--- config.mk ---
export PLATFORM = sky130hd
export DESIGN_NAME = shift_deserializer_flat
export DESIGN_NICKNAME = d
export VERILOG_FILES = /design/src/rtl/shift_pkg.sv /design/src/rtl/shift_deserializer_if.sv /design/src/rtl/shift_hold_reg.sv /design/src/rtl/shift_deserializer.sv /design/src/flat_wrapper.sv
export SDC_FILE = /design/constraint.sdc
export NUM_CORES = 1
export LEC_CHECK = 0
export ABC_AREA = 1
export CAP_MARGIN = 20
export CORE_MARGIN = 1.5
export CORE_UTILIZATION = 44
export DETAILED_ROUTE_END_ITERATION = 8
export PLACE_DENSITY = 0.72
export SYNTH_ARGS = -nofsm -noshare
export SYNTH_HDL_FRONTEND = slang
export SYNTH_SLANG_ARGS = --single-unit
--- constraint.sdc ---
create_clock -name clock -period 1.37 [get_ports clock]
set_clock_uncertainty 0.15 [all_clocks]
set_input_delay 0.411 -clock clock [delete_from_list [all_inputs] [get_ports clock]]
set_output_delay 0.411 -clock clock [all_outputs]
set_load 0.02 [all_outputs]
--- src/rtl/shift_pkg.sv ---
// ============================================================================
// Module      : shift_pkg
// Description : Shared definitions for the shift register / deserializer pair.
// Revision    : 1.0 - initial release
// ============================================================================
`default_nettype none

package shift_pkg;

    localparam int MSB_FIRST_ORDER = 1;
    localparam int LSB_FIRST_ORDER = 0;

    // Counter width for 0..width-1, never narrower than one bit
    function automatic int clog2(input int width);
        return (width > 1) ? $clog2(width) : 1;
    endfunction

endpackage

`default_nettype wire

--- src/rtl/shift_deserializer_if.sv ---
// ============================================================================
// Module      : shift_deserializer_if
// Description : Serial input and valid/ready word output bundle.
// Revision    : 1.0 - initial release
// ============================================================================
`default_nettype none

interface shift_deserializer_if #(
    parameter int WIDTH = 8
) ();

    logic             serial_in;
    logic             serial_valid;
    logic             frame_start;
    logic [WIDTH-1:0] data_out;
    logic             data_valid;
    logic             data_ready;
    logic             overrun;
    logic             busy;

    modport master (
        input  serial_in,
        input  serial_valid,
        input  frame_start,
        input  data_ready,
        output data_out,
        output data_valid,
        output overrun,
        output busy
    );

    modport slave (
        output serial_in,
        output serial_valid,
        output frame_start,
        output data_ready,
        input  data_out,
        input  data_valid,
        input  overrun,
        input  busy
    );

endinterface

`default_nettype wire

--- src/rtl/shift_hold_reg.sv ---
// ============================================================================
// Module      : shift_hold_reg
// Description : Single-entry valid/ready holding register, drops on full.
// Revision    : 1.0 - initial release
// ============================================================================
`default_nettype none

module shift_hold_reg #(
    parameter int WIDTH = 8
) (
    input  wire logic             clock,
    input  wire logic             reset,
    input  wire logic             load,
    input  wire logic [WIDTH-1:0] load_data,
    input  wire logic             ready,
    output logic      [WIDTH-1:0] data,
    output logic                  valid,
    output logic                  overrun
);

    logic             w_free;
    logic [WIDTH-1:0] r_data;
    logic             r_valid;
    logic             r_overrun;

    // A consumer taking the current word this cycle frees the slot for a new one
    assign w_free = !r_valid || ready;

    always_ff @(posedge clock or posedge reset) begin
        if (reset) begin
            r_data    <= '0;
            r_valid   <= 1'b0;
            r_overrun <= 1'b0;
        end else begin
            r_overrun <= load && !w_free;
            if (load && w_free) begin
                r_data  <= load_data;
                r_valid <= 1'b1;
            end else if (r_valid && ready) begin
                r_valid <= 1'b0;
            end
        end
    end

    assign data    = r_data;
    assign valid   = r_valid;
    assign overrun = r_overrun;

endmodule

`default_nettype wire

--- src/rtl/shift_deserializer.sv ---
// ============================================================================
// Module      : shift_deserializer
// Description : Serial-to-parallel receiver with valid/ready word output.
// Revision    : 1.0 - initial release
// ============================================================================
`default_nettype none

module shift_deserializer
    import shift_pkg::*;
#(
    parameter int WIDTH     = 8,
    parameter int MSB_FIRST = MSB_FIRST_ORDER
) (
    input  wire logic              clock,
    input  wire logic              reset,
    shift_deserializer_if.master   bus
);

    localparam int CW = clog2(WIDTH);

    logic [WIDTH-1:0] r_shift;
    logic [CW-1:0]    r_cnt;
    logic             r_busy;
    logic [WIDTH-1:0] w_base;
    logic [WIDTH-1:0] w_next;
    logic [CW-1:0]    w_cnt_base;
    logic             w_complete;

    // frame_start restarts the word with the current bit as bit 0
    assign w_base     = bus.frame_start ? '0 : r_shift;
    assign w_cnt_base = bus.frame_start ? '0 : r_cnt;
    assign w_complete = bus.serial_valid && (w_cnt_base == CW'(WIDTH - 1));

    generate
        if (MSB_FIRST == MSB_FIRST_ORDER) begin : g_msb_first
            assign w_next = {w_base[WIDTH-2:0], bus.serial_in};
        end else begin : g_lsb_first
            assign w_next = {bus.serial_in, w_base[WIDTH-1:1]};
        end
    endgenerate

    always_ff @(posedge clock or posedge reset) begin
        if (reset) begin
            r_shift <= '0;
            r_cnt   <= '0;
            r_busy  <= 1'b0;
        end else if (bus.serial_valid) begin
            if (w_complete) begin
                r_shift <= '0;
                r_cnt   <= '0;
                r_busy  <= 1'b0;
            end else begin
                r_shift <= w_next;
                r_cnt   <= w_cnt_base + CW'(1);
                r_busy  <= 1'b1;
            end
        end
    end

    assign bus.busy = r_busy;

    shift_hold_reg #(
        .WIDTH (WIDTH)
    ) u_hold (
        .clock     (clock),
        .reset     (reset),
        .load      (w_complete),
        .load_data (w_next),
        .ready     (bus.data_ready),
        .data      (bus.data_out),
        .valid     (bus.data_valid),
        .overrun   (bus.overrun)
    );

endmodule

`default_nettype wire
--- src/flat_wrapper.sv ---
// flat-port wrapper written by rule: the top's interface ports become plain ports
module shift_deserializer_flat import shift_pkg::*;
#(
    parameter int WIDTH     = 8,
    parameter int MSB_FIRST = MSB_FIRST_ORDER
)
  (clock, reset, bus_serial_in, bus_serial_valid, bus_frame_start, bus_data_ready, bus_data_out, bus_data_valid, bus_overrun, bus_busy);
  shift_deserializer_if #(.WIDTH(WIDTH)) bus_i ();
  input  wire logic clock;
  input  wire logic reset;
  input wire logic [$bits(bus_i.serial_in)-1:0] bus_serial_in;
  input wire logic [$bits(bus_i.serial_valid)-1:0] bus_serial_valid;
  input wire logic [$bits(bus_i.frame_start)-1:0] bus_frame_start;
  input wire logic [$bits(bus_i.data_ready)-1:0] bus_data_ready;
  output wire logic [$bits(bus_i.data_out)-1:0] bus_data_out;
  output wire logic [$bits(bus_i.data_valid)-1:0] bus_data_valid;
  output wire logic [$bits(bus_i.overrun)-1:0] bus_overrun;
  output wire logic [$bits(bus_i.busy)-1:0] bus_busy;
  assign bus_i.serial_in = bus_serial_in;
  assign bus_i.serial_valid = bus_serial_valid;
  assign bus_i.frame_start = bus_frame_start;
  assign bus_i.data_ready = bus_data_ready;
  assign bus_data_out = bus_i.data_out;
  assign bus_data_valid = bus_i.data_valid;
  assign bus_overrun = bus_i.overrun;
  assign bus_busy = bus_i.busy;
  shift_deserializer #(.WIDTH(WIDTH), .MSB_FIRST(MSB_FIRST)) u_core (.clock(clock), .reset(reset), .bus(bus_i));
endmodule
== After elaboration in Yosys (flattened, before gate mapping) ==
Cells that the tools add are included.

* Register bits after elaboration: 21
* Bits of input ports: 6
* Word-level logic and storage cells: 23

* Mux-type cells: 7
* Add/subtract/negate cells: 1
* Equal/unequal tests: 1
* Reduce and logical (&&, ||, !) cells: 8

{| class="wikitable"
|+ Operators with widths
! operator !! count
|-
| $mux W7 || 2
|-
| $mux W3 || 2
|-
| $logic_and A1 B1 Y1 || 4
|-
| $add A3 B1 Y3 const B || 1
|-
| $eq A3 B3 Y1 const B || 1
|-
| $mux W1 || 3
|-
| $logic_not A1 Y1 || 2
|-
| $reduce_bool A2 Y1 || 1
|-
| $logic_or A1 B1 Y1 || 1
|}

== Longest topological paths before layout ==
Gate-level depths: netlist of run 1.

* Word-level depth: 5
* Mapped depth: 9
* Mapped depth without buffers: 9

== Modules after synthesis ==
A second synthesis of run 1 with hierarchy kept.

* Cells, all modules: 116
* Area total of the unflattened synthesis: 1062.3 sq um

{| class="wikitable"
|+ By module, submodules not included
! module !! instances !! sequential area each (sq um) !! area each (sq um) !! cells each
|-
| shift_deserializer || 1 || 275.3 || 599.3 || 73
|-
| shift_hold_reg || 1 || 250.2 || 462.9 || 43
|}

== Worst setup path before layout of run 1 ==
Ideal clock, no wire load.

* Kind: input-to-reg
* Start: input port bus_frame_start
* End: register u_core.u_hold.r_data[0], in the netlist u_core.u_hold.data[0]
* Required time: 1.103 ns
* Setup time: 0.117 ns
* Path buffers: 1
* Data arrival time: 1.429 ns
* Path slack: -0.326 ns
* Stages on the path: 9
* Cells stage by stage: buf_2 > nor2_1 > ha_1 > ha_1 > nand2_2 > clkinv_4 > nand2_4 > nand2_1 > nand2_1

* Word-level cells in the longest chain between the ends: 4

{| class="wikitable"
|+ RTL lines
! element !! RTL line !! source
|-
| from (decl) || flat_wrapper.sv:13 || <nowiki>input wire logic [$bits(bus_i.frame_start)-1:0] bus_frame_start;</nowiki>
|-
| $mux W3 || shift_deserializer.sv:31 || <nowiki>assign w_cnt_base = bus.frame_start ? '0 : r_cnt;</nowiki>
|-
| $eq A3 B3 Y1 || shift_deserializer.sv:32 || <nowiki>assign w_complete = bus.serial_valid && (w_cnt_base == CW'(WIDTH - 1));</nowiki>
|-
| $logic_and A1 B1 Y1 || shift_deserializer.sv:32 ||
|-
| $logic_and A1 B1 Y1 || shift_hold_reg.sv:36 || <nowiki>if (load && w_free) begin</nowiki>
|-
| to (signal assigned) || shift_hold_reg.sv:37 || <nowiki>r_data <= load_data;</nowiki>
|-
| to (decl) || shift_hold_reg.sv:22 || <nowiki>logic [WIDTH-1:0] r_data;</nowiki>
|}

Every way passes these cells.
A chain may end at the register's enable or synchronous reset.

== Worst setup path in the final report of run 1 ==
* Start: register u_core.r_cnt[0]
* End: register u_core.u_hold.r_valid, in the netlist u_core.u_hold.valid

* Word-level cells in the longest chain between the ends: 5
* Elaborated cells between the ends (all ways): 6
* Those cells by class: eq/ne (1); mux (2); reduce/logical (3)

{| class="wikitable"
|+ RTL lines
! element !! RTL line !! source
|-
| from (decl) || shift_deserializer.sv:22 || <nowiki>logic [CW-1:0] r_cnt;</nowiki>
|-
| from (signal assigned) || shift_deserializer.sv:54 || <nowiki>r_cnt <= w_cnt_base + CW'(1);</nowiki>
|-
| $mux W3 * || shift_deserializer.sv:31 ||
|-
| $eq A3 B3 Y1 * || shift_deserializer.sv:32 ||
|-
| $logic_and A1 B1 Y1 * || shift_deserializer.sv:32 ||
|-
| $logic_and A1 B1 Y1 * || shift_hold_reg.sv:36 ||
|-
| $mux W1 or $reduce_bool A2 Y1 (tied branches) || - ||
|-
| to (signal assigned) || shift_hold_reg.sv:32 || <nowiki>r_valid <= 1'b0;</nowiki>
|-
| to (signal assigned) || shift_hold_reg.sv:38 || <nowiki>r_valid <= 1'b1;</nowiki>
|-
| to (signal assigned) || shift_hold_reg.sv:40 || <nowiki>r_valid <= 1'b0;</nowiki>
|-
| to (decl) || shift_hold_reg.sv:23 || <nowiki>logic r_valid;</nowiki>
|}

Every way passes the cells marked *; elsewhere a longest branch is shown, timed or not.

==> results of run 1 <==
==> final cells by class <==
type	instances	area share
repair inverters	1	0.00352
inverters	15	0.0431
multi-input cells	65	0.255
well taps	27	0.0238
flip-flops and latches	21	0.370
clock buffers	4	0.0185
repair buffers	43	0.286
==> kinds of logic after synthesis <==
kind of cell	Yosys count	share of synthesized area
flip-flops	21	0.579
AO/OA/AOI/OAI	10	0.0551
adder cells (fa/ha/maj)	2	0.0275
AND/OR/NAND/NOR	53	0.252
buffers and inverters	18	0.0868
==> stage by stage <==
step	setup slack [ps]	instance area [um^2]	std cells
after floorplan	-148	953	104
after global placement	-627	1270	161
after detailed placement	-669	1270	161
after CTS	-78.1	1360	173
after global routing	-170	1420	176
final	-104	1420	176
==> power breakdown <==
group / total (W) / internal, W / switching, W
Clock: 0.000292 / 0.000114 / 0.000178
Combinational: 0.000191 / 0.0000945 / 0.0000963
Sequential: 0.000667 / 0.000651 / 0.0000159
==> worst min-delay path: cells and delay by family <==
| family | cells | cell delay, ps |
|---|---|---|
| buffers and inverters | 3 | 670 |
==> state kept, by name, summed over array words and instances, names as in the netlist <==
name,cells
u_core.bus.busy,1
u_core.u_hold.data,8
u_core.r_shift,7
u_core.u_hold.overrun,1
u_core.u_hold.valid,1
u_core.r_cnt,3
==> cell usage after synthesis, drive strengths merged <==
cell type / instances / share of area
buf: 3 / 0.019
clkinv: 1 / 0.0096
dfrtp: 21 / 0.58
ha: 2 / 0.028
inv: 14 / 0.058
nand2: 33 / 0.15
nand3: 8 / 0.044
nor2: 12 / 0.058
o21ai: 10 / 0.055
==> what timing repair did <==
action | 4_1_cts | 5_1_grt
setup endpoints to repair | 32 | 30
resized for setup | 68 | 9
hold buffers | 0 | 0
cloned | 1 | 0
pin swaps | 9 | 5
setup buffers | 7 | 3
==> worst min path at each step <==
stage / end / cells after the start
after detailed placement: u_core.u_hold.data[5]$_DFFE_PP0P_ / 2
after CTS: u_core.u_hold.data[3]$_DFFE_PP0P_ / 3
after global routing: u_core.u_hold.data[2]$_DFFE_PP0P_ / 3
final: u_core.u_hold.data[2]$_DFFE_PP0P_ / 3
after global placement: u_core.bus.busy$_DFFE_PP0P_ / 2
after floorplan: u_core.bus.busy$_DFFE_PP0P_ / 1
==> routing by layer <==
metal | up-vias | GRT usage
li1 | 409 | -
met1 | 371 | 0.220
met2 | 17 | 0.329
met3 | 7 | 0.0216
met4 | 0 | 0.110
met5 | - | 0
==> summary by stage, run 1 <==
Worst setup path
For this design, the slowest cell found on the critical path is sky130_fd_sc_hd__dfrtp_1. The critical path crosses 8 cells after its start point. The launch instance of the worst register-to-register path is u_core.r_cnt[0]$_DFFE_PP0P_. The most numerous cell on the critical path is sky130_fd_sc_hd__ha_4. The nature of the critical path endpoint is a flip-flop. The buffering stage count on the worst path with inverters included is 3. In this run the worst path has a maximum fanout of 3. The family with the most delay on the worst path is flip-flops. The critical path ends at u_core.u_hold.valid$_DFFE_PP0P_. The data required time at the worst endpoint is between 1000 and 1500 ps. The endpoint of the worst register-to-register path is u_core.u_hold.valid$_DFFE_PP0P_.

By startpoint and endpoint, the worst setup path is classified as flip-flop to flip-flop. The kind of start point of the critical path is a flip-flop. The worst setup path startpoint is u_core.r_cnt[0]$_DFFE_PP0P_. On the worst path, the slowest cell contributes a delay of between 400 and 500 ps. The arrival time at the worst endpoint is 1530 ps. The worst register-to-register path has a setup slack of -100 ps.

The signal on the critical path passes through inv_2 > nor2_4 > ha_4 > ha_4 > nand2_4 > buf_4 > buf_6 > nand2_1. The worst register-to-register path has a depth of 8.

Layout
The number of antenna diodes in the final layout is 0. The library cell used most frequently in the layout, excluding fill and tap cells, is sky130_fd_sc_hd__nand2_1. The sequential cell area is between 500 and 600 um^2. From synthesis to final layout, the design area changed by 56.5%. The number of nets in the finished design is about 160. The layout cell share with drive strength beyond 1 is 0.383. The utilization after layout is 0.724.

The library cells used most frequently in the layout, excluding fill and tap cells, are 29 x sky130_fd_sc_hd__nand2_1, 24 x sky130_fd_sc_hd__buf_4, 21 x sky130_fd_sc_hd__dfrtp_1. The multi-input logic area is ~360 um^2. The filler cells instantiated in the layout total between 150 and 200.

Drt
The detailed router placed about 800 vias in this run. The count of nets left with antenna violations once routing finished came out at 0. Dividing the detail-routed via count by the number of cells gives roughly 4.6. The total wire length is between 1500 and 2000 um. The routed metal-1 wire length is 774 um. The detailed router finished its first iteration with 22 violations.

The top routing layer in use is met4. The routed design uses 53 um of met3 wire. In the final routed layout, each cell accounts on average for 11.2 um. The first TritonRoute pass finished after 4 iterations.

The count of unresolved DRC violations after routing is 0. The met2 layer wire length in the routed design is around 1100 um.

Hold path
The path class of the tightest hold or removal check is input pin to async pin.

Clock network
In this run, CTS created clock tree buffers numbering 3. The clock latency at the later pin of the worst-skew pair is about 300 ps. The root buffer cell chosen for the clock tree is sky130_fd_sc_hd__clkbuf_4. The clock-pin transition on the worst setup and hold timing paths is roughly 110 ps. The sink count of the clock tree is 21. The number of H-tree branching levels is 1. In this run the deepest clock path goes through 2 buffers. TritonCTS built the clock tree.

Flow run
Across the run, the number of max-cap violations was 0.

STA
The maximum clock rate is slightly below 700 MHz. The shortest clock period the worst path allows after layout is 1470 ps. The worst hold slack across all endpoints is around 270 ps. Setup repair after global routing could not meet its margin everywhere. For the pin with the worst max-slew slack, the measured transition is ~230 ps. Dividing the final minimum period by the clock period gives 1.08. The headroom to the max-slew limit is 0.845.

The number of hold-slack violations in the final timing report is 0. The final worst setup slack is -104 ps. Adding up every negative setup slack in the final design gives -1580 ps.

The final setup violation count is 30. The number of pins exceeding their max-slew limit in the final report is 0.

Synthesis
After synthesis the cells add up to between 900 and 1000 um^2. Synthesis instantiated 14 different standard cells from the library. The number of warnings reported in the yosys synthesis log is 0. The flop and latch count out of synthesis is 21. The synthesized area per cell is 8.73 um^2.

Counting every net in the synthesized netlist gives between 100 and 150. The share of the Yosys chip area taken by registers is 0.579. Synthesis produced around 100 cells.

Power
The cell leakage power is 0.748 nW. The worst-case IR drop observed on VDD is about 0.00068 V. The total power is between 0.001 and 0.0015 W. The power density over the cells is 809 nW/um^2.

Floorplan
The row count is 16. The count of boundary I/O pins is 17. The placeable core region is 1960 um^2. From left edge to right edge, the die measures roughly 48 um.

The initial utilization of the core area, before any placement, comes to 0.463. The y dimension of the die is 48.4 um. The die covers between 2000 and 2500 um^2.

Global routing
The initial antenna violation count was 0. The first global-routing pass estimated between 3000 and 4000 um of wire. The number of global-route vias before repair is roughly 820. Entering global routing, the biggest net connects 22 pins. In the global route stage, overall resource usage came out at 0.187. The global route total overflow is 0.

Placed design
The half-perimeter wire length of the detailed placement result is roughly 1400 um. The number of I/O port buffers is 16. At the end of routability-driven placement, the weighted congestion stood at approximately 0.81.

Outcome
The flow ran to the end, but the final reports show violations. The checks that failed: setup timing.
Note: power is estimated with default switching activity, not from simulation.
==> inputs of run 2 (changes only) <==
CTS_CLUSTER_SIZE = 8   (was not set)
HOLD_SLACK_MARGIN = 0.06   (was not set)
PLACE_DENSITY = 0.7   (was 0.72)
==> run 2 against run 1 <==
Compared with the run above:
- the run still ends with setup timing left
- combinational power rose by 6%
- final cell count fell by 0.57%
- sequential share of layout area fell by 0.35 points
- highest routed layer unchanged
- flip-flop and latch count did not move
- utilization rose by 0.70 points
- die area did not move
- register-to-register slack improved by 20 ps
- non-clock buffer count fell by 1
==> summary by stage, run 2 (same netlist as run 1, synthesis figures left out) <==
STA
RSZ-0062 raised after global routing: true (unchanged). The final setup violation count is 32 (was 30). The final worst setup slack is -89.0 ps (was -104 ps).

The headroom to the max-slew limit is 0.786 (was 0.845). The total negative setup slack is -1590 ps (was -1580 ps). The maximum clock rate is 685 MHz (was 678 MHz). The shortest clock period the worst path allows after layout is 1460 ps (was 1470 ps). The transition time at the pin with the least slew margin is 321 ps (was 232 ps). The number of hold-slack violations in the final timing report came to 0 (unchanged).

The final period utilization is 1.06 (was 1.08). The number of pins exceeding their max-slew limit in the final report came to 0 (unchanged).

Flow run
The max-capacitance violation count came to 0 (unchanged).

Global routing
The initial antenna violation count is 0 (unchanged). The total routing resource utilization after global routing is 0.206 (was 0.187). The largest net degree at the start of global routing is 22 (unchanged).

The number of global-route vias before repair was 828 (was 819). The global route total overflow is 0 (unchanged). The first-pass GRT wire length is 3680 um (was 3390 um).

Outcome
Result of the run: finished, violations left (unchanged). Violations in the final reports: setup timing (unchanged).

Layout
The area overhead of the layout relative to synthesis is 58.0% (was 56.5%). The number of nets in the finished design came to 157 (was 158). The flip-flop count of the largest register, all copies and words added is 8 (unchanged). The post-route standard cell area excluding fillers was 1440 um^2 (was 1420 um^2). The layout cell share with drive strength beyond 1 is 0.399 (was 0.383). Leading cell types in the layout, fill and taps excluded: 27 x sky130_fd_sc_hd__nand2_1, 24 x sky130_fd_sc_hd__buf_4, 21 x sky130_fd_sc_hd__dfrtp_1 (was 29 x sky130_fd_sc_hd__nand2_1, 24 x sky130_fd_sc_hd__buf_4, 21 x sky130_fd_sc_hd__dfrtp_1). The most common cell after layout, fill and taps aside is sky130_fd_sc_hd__nand2_1 (unchanged). The antenna diode instance count is 0 (unchanged).

Clock network
The clock latency at the later pin of the worst-skew pair was 310 ps (was 300 ps). The deepest clock path buffer count is 2 (unchanged). The number of buffers added to fix hold violations after cts was 0 (unchanged). The clock tree from TritonCTS is done (unchanged). The clock-pin transition on the worst setup and hold timing paths is 120 ps (was 110 ps). The sink count of the clock tree is 21 (unchanged). The total clock buffers created by CTS is 3 (unchanged). The root buffer cell is sky130_fd_sc_hd__clkbuf_4 (unchanged).

The number of H-tree branching levels is 1 (unchanged).

Placed design
The total placed instance area is 1270 um^2 (unchanged). The half-perimeter wire length of the detailed placement result is 1340 um (was 1410 um). The number of I/O port buffers is 16 (unchanged).

The routability-driven placement congestion ratio is 0.769 (was 0.813).

Drt
The violation count after the first detailed-route iteration was 16 (was 22). The total via count in the routed design came to 801 (was 804). The count of unresolved DRC violations after routing is 0 (unchanged). The wire length per cell after detailed routing is 11.6 um (was 11.2 um).

The via density per instance is 4.58 (was 4.57). The post-detailed-route count of antenna-violating nets is 0 (unchanged). The total wire length is 2020 um (was 1970 um). The number of optimization iterations in the first detailed-route pass is 4 (unchanged).

Power
The share of total power consumed by net switching is 0.260 (was 0.252). The part of the power in the clock network is 0.255 (was 0.254). The power density over the cells was 814 nW/um^2 (was 809 nW/um^2). The internal power consumption was 0.000864 W (was 0.000859 W). The net switching component of the power came to 0.000304 W (was 0.000290 W).

The combinational fraction of design power is 0.174 (was 0.166). The sequential cell fraction of total power was 0.571 (was 0.580). The peak ir drop on the vdd network is 0.000735 V (was 0.000681 V). The total power is 0.00117 W (was 0.00115 W). The cell leakage power is 0.739 nW (was 0.748 nW).

Worst setup path
The kind of start point of the critical path is a flip-flop (unchanged). The largest driver fanout on the critical path is 8 (was 3). The arrival time at the worst endpoint is 1520 ps (was 1530 ps). The worst-case register-to-register setup slack is -90 ps (was -100 ps). The nature of the critical path endpoint is a flip-flop (unchanged). The type of the worst setup path is flip-flop to flip-flop (unchanged).

The data required time at the worst endpoint is 1430 ps (was 1420 ps).

Hold path
The type of the tightest min-delay check is input pin to async pin (unchanged).

Floorplan
The row count was 16 (unchanged). The y dimension of the die was 48.4 um (unchanged). The width of the die came to 48.4 um (unchanged). The placeable core region was 1960 um^2 (unchanged). The count of boundary I/O pins is 17 (unchanged).

The starting utilization of the core area came to 0.463 (unchanged). The overall die area came to 2350 um^2 (unchanged).
run 2: per-stage QoR:
stage / hold slack (ps) / util / setup slack, ps / cells
global placement: 318 / 0.646 / -625 / 161
finish: 264 / 0.732 / -89.0 / 175
floorplan: 238 / - / -148 / 104
detailed placement: 327 / 0.646 / -685 / 161
global route: 283 / 0.732 / -189 / 175
CTS: 278 / 0.712 / -86.5 / 172
run 2: path summary, 6_finish.rpt:
kind / startpoint / endpoint / cells past startpoint
min reg2reg: u_core.r_shift[1]$_DFFE_PP0P_ / u_core.r_shift[1]$_DFFE_PP0P_ / 2
min: reset / u_core.u_hold.data[6]$_DFFE_PP0P_ / 3
max reg2reg: u_core.r_cnt[0]$_DFFE_PP0P_ / u_core.u_hold.data[6]$_DFFE_PP0P_ / 9
min in group clock: u_core.r_shift[1]$_DFFE_PP0P_ / u_core.r_shift[1]$_DFFE_PP0P_ / 2
max in group asynchronous: reset / u_core.u_hold.overrun$_DFF_PP0_ / 3
max: u_core.r_cnt[0]$_DFFE_PP0P_ / u_core.u_hold.data[6]$_DFFE_PP0P_ / 9
run 2: power by group through the flow:
stage	logic (W)	registers, W	clock network (W)
final	0.000203	0.000667	0.000298
after global routing	0.000228	0.000671	0.000327
after CTS	0.000196	0.000666	0.000302
after detailed placement	0.000172	0.000675	0
after global placement	0.000167	0.000673	0
after floorplan	0.0000841	0.000685	0
run 2: worst max-delay path, cell delays in order (launching register included):
cell and delay, ps:
sky130_fd_sc_hd__dfrtp_1 380, sky130_fd_sc_hd__inv_2 60, sky130_fd_sc_hd__nor2_4 100, sky130_fd_sc_hd__ha_4 150, sky130_fd_sc_hd__ha_4 180, sky130_fd_sc_hd__nand2_8 80, sky130_fd_sc_hd__clkinv_8 80, sky130_fd_sc_hd__nand2_8 60
sky130_fd_sc_hd__nand2_1 70, sky130_fd_sc_hd__nand2_1 60
run 2: layer usage:
metal / routed length [um] / vias up / GRT usage / part of all wire
li1: - / 410 / - / -
met1: 786 / 370 / 0.243 / 0.39
met2: 1150 / 17 / 0.389 / 0.57
met3: 59 / 4 / 0.0309 / 0.029
met4: 31 / 0 / 0.0571 / 0.015
met5: 0 / - / 0 / 0
run 2: cell type report:
cell class              instances  area, um^2
flip-flops and latches         21         526
repair buffers                 42         394
well taps                      27        33.8
multi-input cells              65         378
repair inverters                1        8.76
inverters                      15        68.8
fillers                       158         527
clock buffers                   4        26.3
run 2: what timing repair did:
action / CTS / global route
endpoints found under the setup margin: 32 / 32
buffers inserted: 6 / 3
pin swaps: 5 / 3
gates cloned: 1 / 0
gates resized for setup: 76 / 6
